## config.mk

```make
export PLATFORM = sky130hd
export DESIGN_NAME = rz_decoder
export DESIGN_NICKNAME = d
export VERILOG_FILES = /design/src/rtl/rz_decoder.sv
export SDC_FILE = /design/constraint.sdc
export NUM_CORES = 1
export LEC_CHECK = 0
export ABC_AREA = 1
export CORE_ASPECT_RATIO = 1.75
export CORE_MARGIN = 5
export CORE_UTILIZATION = 55
export CTS_BUF_LIST = sky130_fd_sc_hd__clkbuf_4
export DETAILED_ROUTE_END_ITERATION = 8
export PLACE_DENSITY = 0.76
export SLEW_MARGIN = 20
export SYNTH_ARGS = -nofsm -noshare
export SYNTH_HDL_FRONTEND = slang
export SYNTH_SLANG_ARGS = --single-unit
```

## constraint.sdc

```tcl
create_clock -name clk -period 3.4 [get_ports clk]
set_clock_uncertainty 0.05 [all_clocks]
set_input_delay 0.68 -clock clk [delete_from_list [all_inputs] [get_ports clk]]
set_output_delay 0.68 -clock clk [all_outputs]
set_load 0.02 [all_outputs]
```

## src/rtl/rz_decoder.sv

```systemverilog
// rz_decoder: single-wire return-to-zero (WS2812-style) line receiver.
// Classifies each high pulse by width, packs bits MSB-first into 24-bit
// words, and flags frame ends (long low gap) and timing violations.
module rz_decoder #(
  parameter int unsigned T_MIN_HIGH  = 5,
  parameter int unsigned T_THRESH    = 26,
  parameter int unsigned T_MAX_HIGH  = 60,
  parameter int unsigned T_RESET_CYC = 2500
) (
  input  logic        clk,
  input  logic        rst,
  input  logic        rz_in,
  output logic [23:0] rgb_out,
  output logic        rgb_valid,
  output logic [7:0]  pix_idx,
  output logic        frame_done,
  output logic [7:0]  frame_len,
  output logic        err
);

  localparam logic [15:0] MIN_W = 16'(T_MIN_HIGH);
  localparam logic [15:0] THR_W = 16'(T_THRESH);
  localparam logic [15:0] MAX_W = 16'(T_MAX_HIGH);
  localparam logic [15:0] RST_W = 16'(T_RESET_CYC);

  typedef enum logic [1:0] {S_IDLE, S_HIGH, S_LOW, S_STUCK} state_e;

  state_e      state_q;
  logic        sync1_q, sync2_q, sync3_q;
  logic [1:0]  warm_q;
  logic        fresh_q;
  logic [15:0] hi_cnt_q, lo_cnt_q;
  logic [4:0]  bit_cnt_q;
  logic [7:0]  pix_cnt_q;
  logic [22:0] shift_q;
  logic [23:0] word_q;
  logic        word_pend_q;
  logic [23:0] rgb_q;
  logic        rgb_valid_q;
  logic [7:0]  pix_idx_q;
  logic        frame_done_q;
  logic [7:0]  frame_len_q;
  logic        err_q;

  logic        rise, fall, bit_val;
  logic [15:0] hi_inc, lo_inc;
  logic [7:0]  pix_inc;

  always_comb begin
    rise    = sync2_q & ~sync3_q;
    fall    = sync3_q & ~sync2_q;
    bit_val = (hi_cnt_q >= THR_W);
    hi_inc  = (hi_cnt_q == '1) ? hi_cnt_q : hi_cnt_q + 16'd1;
    lo_inc  = (lo_cnt_q == '1) ? lo_cnt_q : lo_cnt_q + 16'd1;
    pix_inc = (pix_cnt_q == '1) ? pix_cnt_q : pix_cnt_q + 8'd1;
  end

  always_ff @(posedge clk) begin
    if (rst) begin
      sync1_q <= 1'b0;
      sync2_q <= 1'b0;
      sync3_q <= 1'b0;
      warm_q  <= '0;
    end else begin
      sync1_q <= rz_in;
      sync2_q <= sync1_q;
      sync3_q <= sync2_q;
      warm_q  <= {warm_q[0], 1'b1};
    end
  end

  always_ff @(posedge clk) begin
    if (rst) begin
      state_q      <= S_IDLE;
      fresh_q      <= 1'b1;
      hi_cnt_q     <= '0;
      lo_cnt_q     <= '0;
      bit_cnt_q    <= '0;
      pix_cnt_q    <= '0;
      shift_q      <= '0;
      word_q       <= '0;
      word_pend_q  <= 1'b0;
      rgb_q        <= '0;
      rgb_valid_q  <= 1'b0;
      pix_idx_q    <= '0;
      frame_done_q <= 1'b0;
      frame_len_q  <= '0;
      err_q        <= 1'b0;
    end else begin
      rgb_valid_q  <= 1'b0;
      frame_done_q <= 1'b0;
      err_q        <= 1'b0;

      // A completed word is held one extra cycle before presentation.
      if (word_pend_q) begin
        rgb_q       <= word_q;
        pix_idx_q   <= pix_cnt_q;
        rgb_valid_q <= 1'b1;
        pix_cnt_q   <= pix_inc;
        word_pend_q <= 1'b0;
      end

      case (state_q)
        S_IDLE: begin
          // Once the synchronizer holds real pin data, a line already high
          // is treated as stuck so no truncated pulse is decoded.
          if (fresh_q) begin
            if (warm_q[1]) begin
              fresh_q <= 1'b0;
              if (sync2_q) state_q <= S_STUCK;
            end
          end else if (rise) begin
            state_q  <= S_HIGH;
            hi_cnt_q <= 16'd1;
          end
        end

        S_HIGH: begin
          if (hi_cnt_q >= MAX_W) begin
            err_q     <= 1'b1;
            bit_cnt_q <= '0;
            if (fall) begin
              state_q  <= S_LOW;
              lo_cnt_q <= 16'd1;
            end else begin
              state_q <= S_STUCK;
            end
          end else if (fall) begin
            state_q  <= S_LOW;
            lo_cnt_q <= 16'd1;
            if (hi_cnt_q < MIN_W) begin
              err_q <= 1'b1;
            end else begin
              shift_q <= {shift_q[21:0], bit_val};
              if (bit_cnt_q == 5'd23) begin
                word_q      <= {shift_q, bit_val};
                word_pend_q <= 1'b1;
                bit_cnt_q   <= '0;
              end else begin
                bit_cnt_q <= bit_cnt_q + 5'd1;
              end
            end
          end else begin
            hi_cnt_q <= hi_inc;
          end
        end

        S_LOW: begin
          // Frame end wins over a simultaneous rise; the rise still opens
          // the next pulse so a gap of exactly the reset length loses no bit.
          if (lo_cnt_q >= RST_W) begin
            frame_done_q <= 1'b1;
            frame_len_q  <= pix_cnt_q;
            if (bit_cnt_q != '0) err_q <= 1'b1;
            pix_cnt_q <= '0;
            bit_cnt_q <= '0;
            if (rise) begin
              state_q  <= S_HIGH;
              hi_cnt_q <= 16'd1;
            end else begin
              state_q <= S_IDLE;
            end
          end else if (rise) begin
            state_q  <= S_HIGH;
            hi_cnt_q <= 16'd1;
          end else begin
            lo_cnt_q <= lo_inc;
          end
        end

        S_STUCK: begin
          if (fall) begin
            state_q  <= S_LOW;
            lo_cnt_q <= 16'd1;
          end
        end

        default: state_q <= S_IDLE;
      endcase
    end
  end

  assign rgb_out    = rgb_q;
  assign rgb_valid  = rgb_valid_q;
  assign pix_idx    = pix_idx_q;
  assign frame_done = frame_done_q;
  assign frame_len  = frame_len_q;
  assign err        = err_q;

endmodule

```

# Word level (Yosys, flattened, before mapping)
# Index checks and enable logic that the tools add are counted.
# Widths: inputs -> output; s select.
[classes]
n_reduce_logical = 15
bitwise_logic = 9
mux = 43
order_cmp = 4
add_sub_neg = 4
n_eq_ne = 20
[ops]
columns = ["op", "count"]
rows = [
  ["$mux 16", 9],
  ["$pmux 16 s3", 1],
  ["$add 16x1->16 const B", 2],
  ["$eq 16x16->1 const B", 2],
  ["$mux 8", 4],
  ["$pmux 16 s2", 1],
  ["$mux 5", 5],
  ["$ge 16x12->1 const B", 1],
  ["$ge 16x5->1 const B", 1],
  ["$ge 16x6->1 const B", 1],
  ["$lt 16x3->1 const B", 1],
  ["$ne 2x2->1 const B", 8],
  ["$reduce_and 5->1", 3],
  ["$mux 2", 7],
  ["$mux 1", 13],
  ["$ne 3x3->1 const B", 4],
  ["$pmux 5 s2", 1],
  ["$add 8x1->8 const B", 1],
  ["$eq 8x8->1 const B", 1],
  ["$pmux 2 s4", 1],
  ["$reduce_and 4->1", 2],
  ["$not 1->1", 7],
  ["$add 5x1->5 const B", 1],
  ["$eq 5x5->1 const B", 1],
  ["other kinds (12)", 17],
]
[word_totals]
wordCells = 115
out_inout_bits = 43
inputBits = 3
register_bits = 144

# Longest topological paths before layout
[depth]
ltp_word = 6
ltp_mapped = 13
depth_no_buf = 11

# Least setup slack after synthesis
# Ideal clock, no wire load.
[synth_path]
path_kind = "reg2reg"
start = "reg state_q[1]"
end = "reg lo_cnt_q[9]"
period_less_slack_ps = 1929
path_slack_ps = 1471
path_stages_with_launch = 13
path_buffers = 3
required_time_ps = 3214
setup_time_ps = 136
t_arrival_ps = 1743
cell_sequence = "dfxtp_1 > inv_1 > ha_1 > buf_6 > or2_1 > buf_6 > nand2_4 > o21ai_2 > clkinv_4 > nand3_4 > buf_4 > nand2_1 > a21oi_2"
[synth_via]
elab_chain_cells = 4
word_cells_on_any_way = 11
classes_between = "eq/ne (7); mux (1); reduce/logical (3)"
[synth_lines]
columns = ["item", "line", "source"]
rows = [
  ["start, declared", "28", "state_e state_q;"],
  ["start signal, assigned", "74", "state_q <= S_IDLE;"],
  ["start signal, assigned", "110", "if (sync2_q) state_q <= S_STUCK;"],
  ["start signal, assigned", "113", "state_q <= S_HIGH;"],
  ["$eq 2x2->1 / $eq 2x1->1 (equally long branches)", "103", "case (state_q)"],
  ["$reduce_or 2->1 (no source line)", "-", ""],
  ["$ne 2x1->1 (no source line) / $reduce_bool 2->1 (equally long branches)", "-", ""],
  ["$reduce_and 5->1 (no source line)", "-", ""],
  ["end signal, assigned", "167", "lo_cnt_q <= lo_inc;"],
  ["end, declared", "32", "logic [15:0] hi_cnt_q, lo_cnt_q;"],
]
# Several ways; a longest one is shown, not always the timed one.
# A chain may end at the register's enable or synchronous reset.

# Final worst setup path
[layout_path]
start = "reg state_q[0]"
end = "reg word_q[15]"
[layout_via]
elab_chain_cells = 2
[layout_lines]
columns = ["item", "line", "source"]
rows = [
  ["$eq 2x1->1", "103", ""],
  ["$reduce_and 5->1 (no source line)", "-", ""],
  ["end signal, assigned", "136", "word_q <= {shift_q, bit_val};"],
  ["end, declared", "36", "logic [23:0] word_q;"],
]
# No other way between the ends.

==> results.rst <==
.. list-table::
   :header-rows: 1

   * - Metric
     - Value
   * - Result of the run
     - finished, final reports clean
   * - Maximum number of buffers from clock root to sink
     - 2
   * - Total setup buffers inserted after CTS
     - 0
   * - Crit path arrival time
     - approximately 2.8 ns
   * - Top achievable clock speed
     - approximately 410 MHz
   * - Mux share of post-synthesis cell area
     - 0%
   * - Number of top-level pins
     - 46
   * - Number of levels the H-tree was split into
     - 4
   * - Clock period minus final worst setup slack
     - between 2 and 2.5 ns
   * - Gate power share
     - between 15 and 20%
   * - Most frequent cells in the layout
     - sky130_fd_sc_hd__nor2_1, sky130_fd_sc_hd__dfxtp_1, sky130_fd_sc_hd__nand2_1, sky130_fd_sc_hd__nand3_1, sky130_fd_sc_hd__o21ai_0
   * - Number of rows created at floorplan
     - 52
   * - Finish-stage setup viols
     - 0
   * - Die Outline Area
     - 0.0138 mm^2
   * - Fin. Hold Viols
     - 0
   * - Hold buffer count at cts
     - 0
   * - Library cells used by synthesis
     - 36
   * - Number of buffers and inverters on the critical path
     - 3
   * - Synthesized area
     - about 0.0063 mm^2
   * - Total clock sinks
     - roughly 140
   * - Root buffer cell
     - sky130_fd_sc_hd__clkbuf_4
   * - WS Path Type
     - register to register
   * - Kind of start point of the critical path
     - register
   * - Net count of the finished layout
     - a little over 900
   * - Simple-Gate Fraction of Synth Area
     - between 30% and 40%
   * - Post-Synth Adder-Cell Area
     - between 2 and 2.5%
   * - CP required
     - between 3 and 4 ns
   * - Maximum number of pins on one net before global-route repair
     - 58
   * - Critical Path Slowest Stage Cell
     - sky130_fd_sc_hd__dfxtp_1
   * - Asr flop ratio synth
     - 0%
   * - Clock tree from TritonCTS
     - done
   * - Sequential Power Share
     - between 50% and 60%
   * - Most used routing layer in global routing
     - met2
   * - Setup TNS
     - 0 ns
   * - Commonest register cell after synthesis
     - sky130_fd_sc_hd__dfxtp_1
   * - DRC violations left
     - 0
   * - Kind of cell adding the most delay to the critical path
     - simple AND/OR/NAND/NOR gates
   * - CORE AREA
     - around 0.011 mm^2
   * - Number of port buffers
     - 45
   * - Starting density of the core
     - between 50% and 60%
   * - Grt met1 use
     - roughly 23%
   * - Post-detail-place hpwl
     - about 9100 um
   * - Worst-margin pin slew
     - approximately 0.61 ns
   * - Path type of the worst min-delay path
     - register to register
   * - Max Fanout on Critical Path
     - 38
   * - Routability congestion estimate from global placement
     - around 0.86
   * - Count of flip-flops with a built-in enable after synthesis
     - 0
   * - Insertion delay of the later-clocked pin in the worst-skew pair
     - 0.56 ns
   * - Initial antenna violation count
     - 1
   * - Critical Path, Cell by Cell
     - ha_1, inv_2, nor2_1, inv_1, nor3b_4, buf_4, nand2_1, nand3_1, nand2_1
   * - Number of flip-flops and latches in the synthesized netlist
     - ~140
   * - Routed vias
     - 5437
   * - Ratio of cells with drive above 1 in the final layout
     - a little under a tenth
   * - Worst slew margin relative to its limit
     - 59.4%
   * - Die span in x
     - 91.1 um
   * - Design Power
     - about 0.0035 W
   * - Switch Pwr
     - about 0.0012 W
   * - Main combinational cell family by area after synthesis
     - simple AND/OR/NAND/NOR gates
   * - Number of synthesis warnings
     - 0
   * - Count of routing violations after the opening detailed-route iteration
     - approximately 280
   * - Longest individual stage delay on the worst path
     - between 0.4 and 0.5 ns
   * - Sequential element share of the synthesized area
     - a little under half
   * - Area overhead of the layout relative to synthesis
     - 11.7%
   * - Number of iterations in the first detailed-routing pass
     - 5
   * - Number of pins with negative max-slew slack in the final report
     - 0
   * - Post-Synthesis Net Count
     - around 900
   * - Global router's overall resource usage
     - slightly above 20%
   * - Clk pin slew, worst setup/hold paths
     - roughly 0.14 ns
   * - Clock power frac
     - around a third
   * - Peak ir drop on the vdd network
     - 0.302 mV
   * - Post-synthesis area per instance
     - 7.33 um^2
   * - Die extent in y
     - ~150 um
   * - Cell count after synthesis
     - around 860
   * - Total global routing overflow
     - 0
   * - Drt via density
     - roughly 5.2
   * - Met2 layer usage reported by global route
     - 36.6%
   * - Number of buffers inserted during clock tree synthesis
     - 17
   * - Met3 global-route usage
     - 4.40%
   * - Antenna Nets Post-Route
     - 0
   * - Share of the synthesized area in compound gates (AO/OA/AOI/OAI)
     - around a tenth
   * - Wire per inst
     - about 13 um
   * - Sw Share
     - between 30% and 40%
   * - Share of the synthesized netlist area taken by xor and xnor gates
     - approximately 2.6%
   * - RSZ-0062 raised after global routing
     - no
   * - Internal power summed over all cells
     - 0.00235 W
   * - Leakage
     - 2.80 nW
   * - Final worst-path cycle share
     - between 70 and 80%
   * - Post-cts gate resize count
     - 0
   * - Number of violations of the max-capacitance limit
     - 0
   * - Crit. End Element
     - register
   * - First-pass GRT wire length
     - between 20000 and 25000 um
   * - Most numerous cell on the critical path
     - sky130_fd_sc_hd__nand2_1
   * - Total Routed Length
     - between 10000 and 15000 um
   * - Total power per unit cell area
     - roughly 500 mW/mm^2
   * - Number of global-route vias before repair
     - about 5200
   * - Most common cell after layout, fill and taps aside
     - sky130_fd_sc_hd__nor2_1
==> cell usage after synthesis (4+ instances only) <==
master                     count  share of area (%)
sky130_fd_sc_hd__nor2_1      213                 13
sky130_fd_sc_hd__dfxtp_1     144                 46
sky130_fd_sc_hd__nand2_1     135                8.0
sky130_fd_sc_hd__nand3_1      76                6.0
sky130_fd_sc_hd__o21ai_0      68                5.4
sky130_fd_sc_hd__inv_1        60                3.6
sky130_fd_sc_hd__a21oi_1      24                1.9
sky130_fd_sc_hd__clkbuf_1     24                1.4
sky130_fd_sc_hd__xor2_1       15                2.1
sky130_fd_sc_hd__nand2_2      13                1.3
sky130_fd_sc_hd__ha_1         12                2.4
sky130_fd_sc_hd__a21oi_2      10                1.4
sky130_fd_sc_hd__nand4_1       9               0.89
sky130_fd_sc_hd__buf_2         6               0.47
sky130_fd_sc_hd__nor3_1        6               0.47
sky130_fd_sc_hd__buf_6         5               0.89
sky130_fd_sc_hd__nor2_4        5               0.89
sky130_fd_sc_hd__buf_4         4               0.47
sky130_fd_sc_hd__inv_2         4               0.24
sky130_fd_sc_hd__nand2_4       4               0.71
sky130_fd_sc_hd__xnor2_1       4               0.55
==> sequential cells by signal (all words and copies together) (netlist names) <==
name and flops:
bit_cnt_q 5, err 1, frame_done 1, frame_len 8, fresh_q 1, hi_cnt_q 16
lo_cnt_q 16, pix_cnt_q 8, pix_idx 8, rgb_out 24, rgb_valid 1, shift_q 23
state_q 2, sync1_q 1, sync2_q 1, sync3_q 1, warm_q 2, word_pend_q 1
word_q 24
==> final timing paths <==
kind | startpoint | to | slack [ns] | cells past startpoint
worst min-delay path | warm_q[0] | warm_q[1] | 0.37 | 2
worst min register to register | warm_q[0] | warm_q[1] | 0.37 | 2
worst max register to register | state_q[0] | word_q[15] | 0.97 | 9
worst max-delay path | state_q[0] | word_q[15] | 0.97 | 9
==> per-layer routing <==
| metal | part of all wire, % | vias to the layer above |
|---|---|---|
| li1 | - | 2806 |
| met1 | 42 | 2506 |
| met2 | 53 | 100 |
| met3 | 3.0 | 25 |
| met4 | 2.0 | 0 |
| met5 | 0 | - |
==> cells by family (layout without fill, tap and decap cells) <==
logic type,Yosys count,count (layout)
compound gates,110,110
xor+xnor,19,19
fa+ha+maj,12,12
buf+inv,109,149
flops,144,144
other cells,0,1
simple gates,470,470
==> power by group through the flow <==
stage                     clock network [W]  registers [W]  logic, W
after floorplan                           0        0.00179  0.000533
after global placement                    0        0.00180  0.000594
after detailed placement                  0        0.00180  0.000600
after CTS                           0.00118        0.00176  0.000602
after global routing                0.00124        0.00177  0.000674
final                               0.00115        0.00176  0.000598
==> worst min-delay path: cells and delay by family, from the launching register on <==
kind,cells,cell delay (ns)
flip-flops,1,0.32
buffers and inverters,1,0.04
AND/OR/NAND/NOR,1,0.03
==> metrics by stage <==
stage / instances / util, % / cell area, um^2 / hold slack (ns) / setup WS (ns)
after global routing: 1040 / 61.8 / 7080 / 0.413 / 0.694
final: 1040 / 61.8 / 7080 / 0.368 / 0.974
after floorplan: 864 / - / 6330 / 0.338 / 1.47
after global placement: 1007 / 59.1 / 6770 / 0.351 / 1.07
after detailed placement: 1007 / 59.1 / 6770 / 0.354 / 0.987
after CTS: 1039 / 61.8 / 7070 / 0.373 / 0.971
==> cell type report <==
type | count | area [um^2]
fill | 1042 | 4380
multi-input combinational | 611 | 2970
sequential | 144 | 2880
timing repair buffer | 51 | 490
inverter | 66 | 253
clock inverter | 15 | 178
tap | 135 | 169
clock buffer | 17 | 128
antenna | 1 | 2.50
Power figures use the tool's default switching activity.
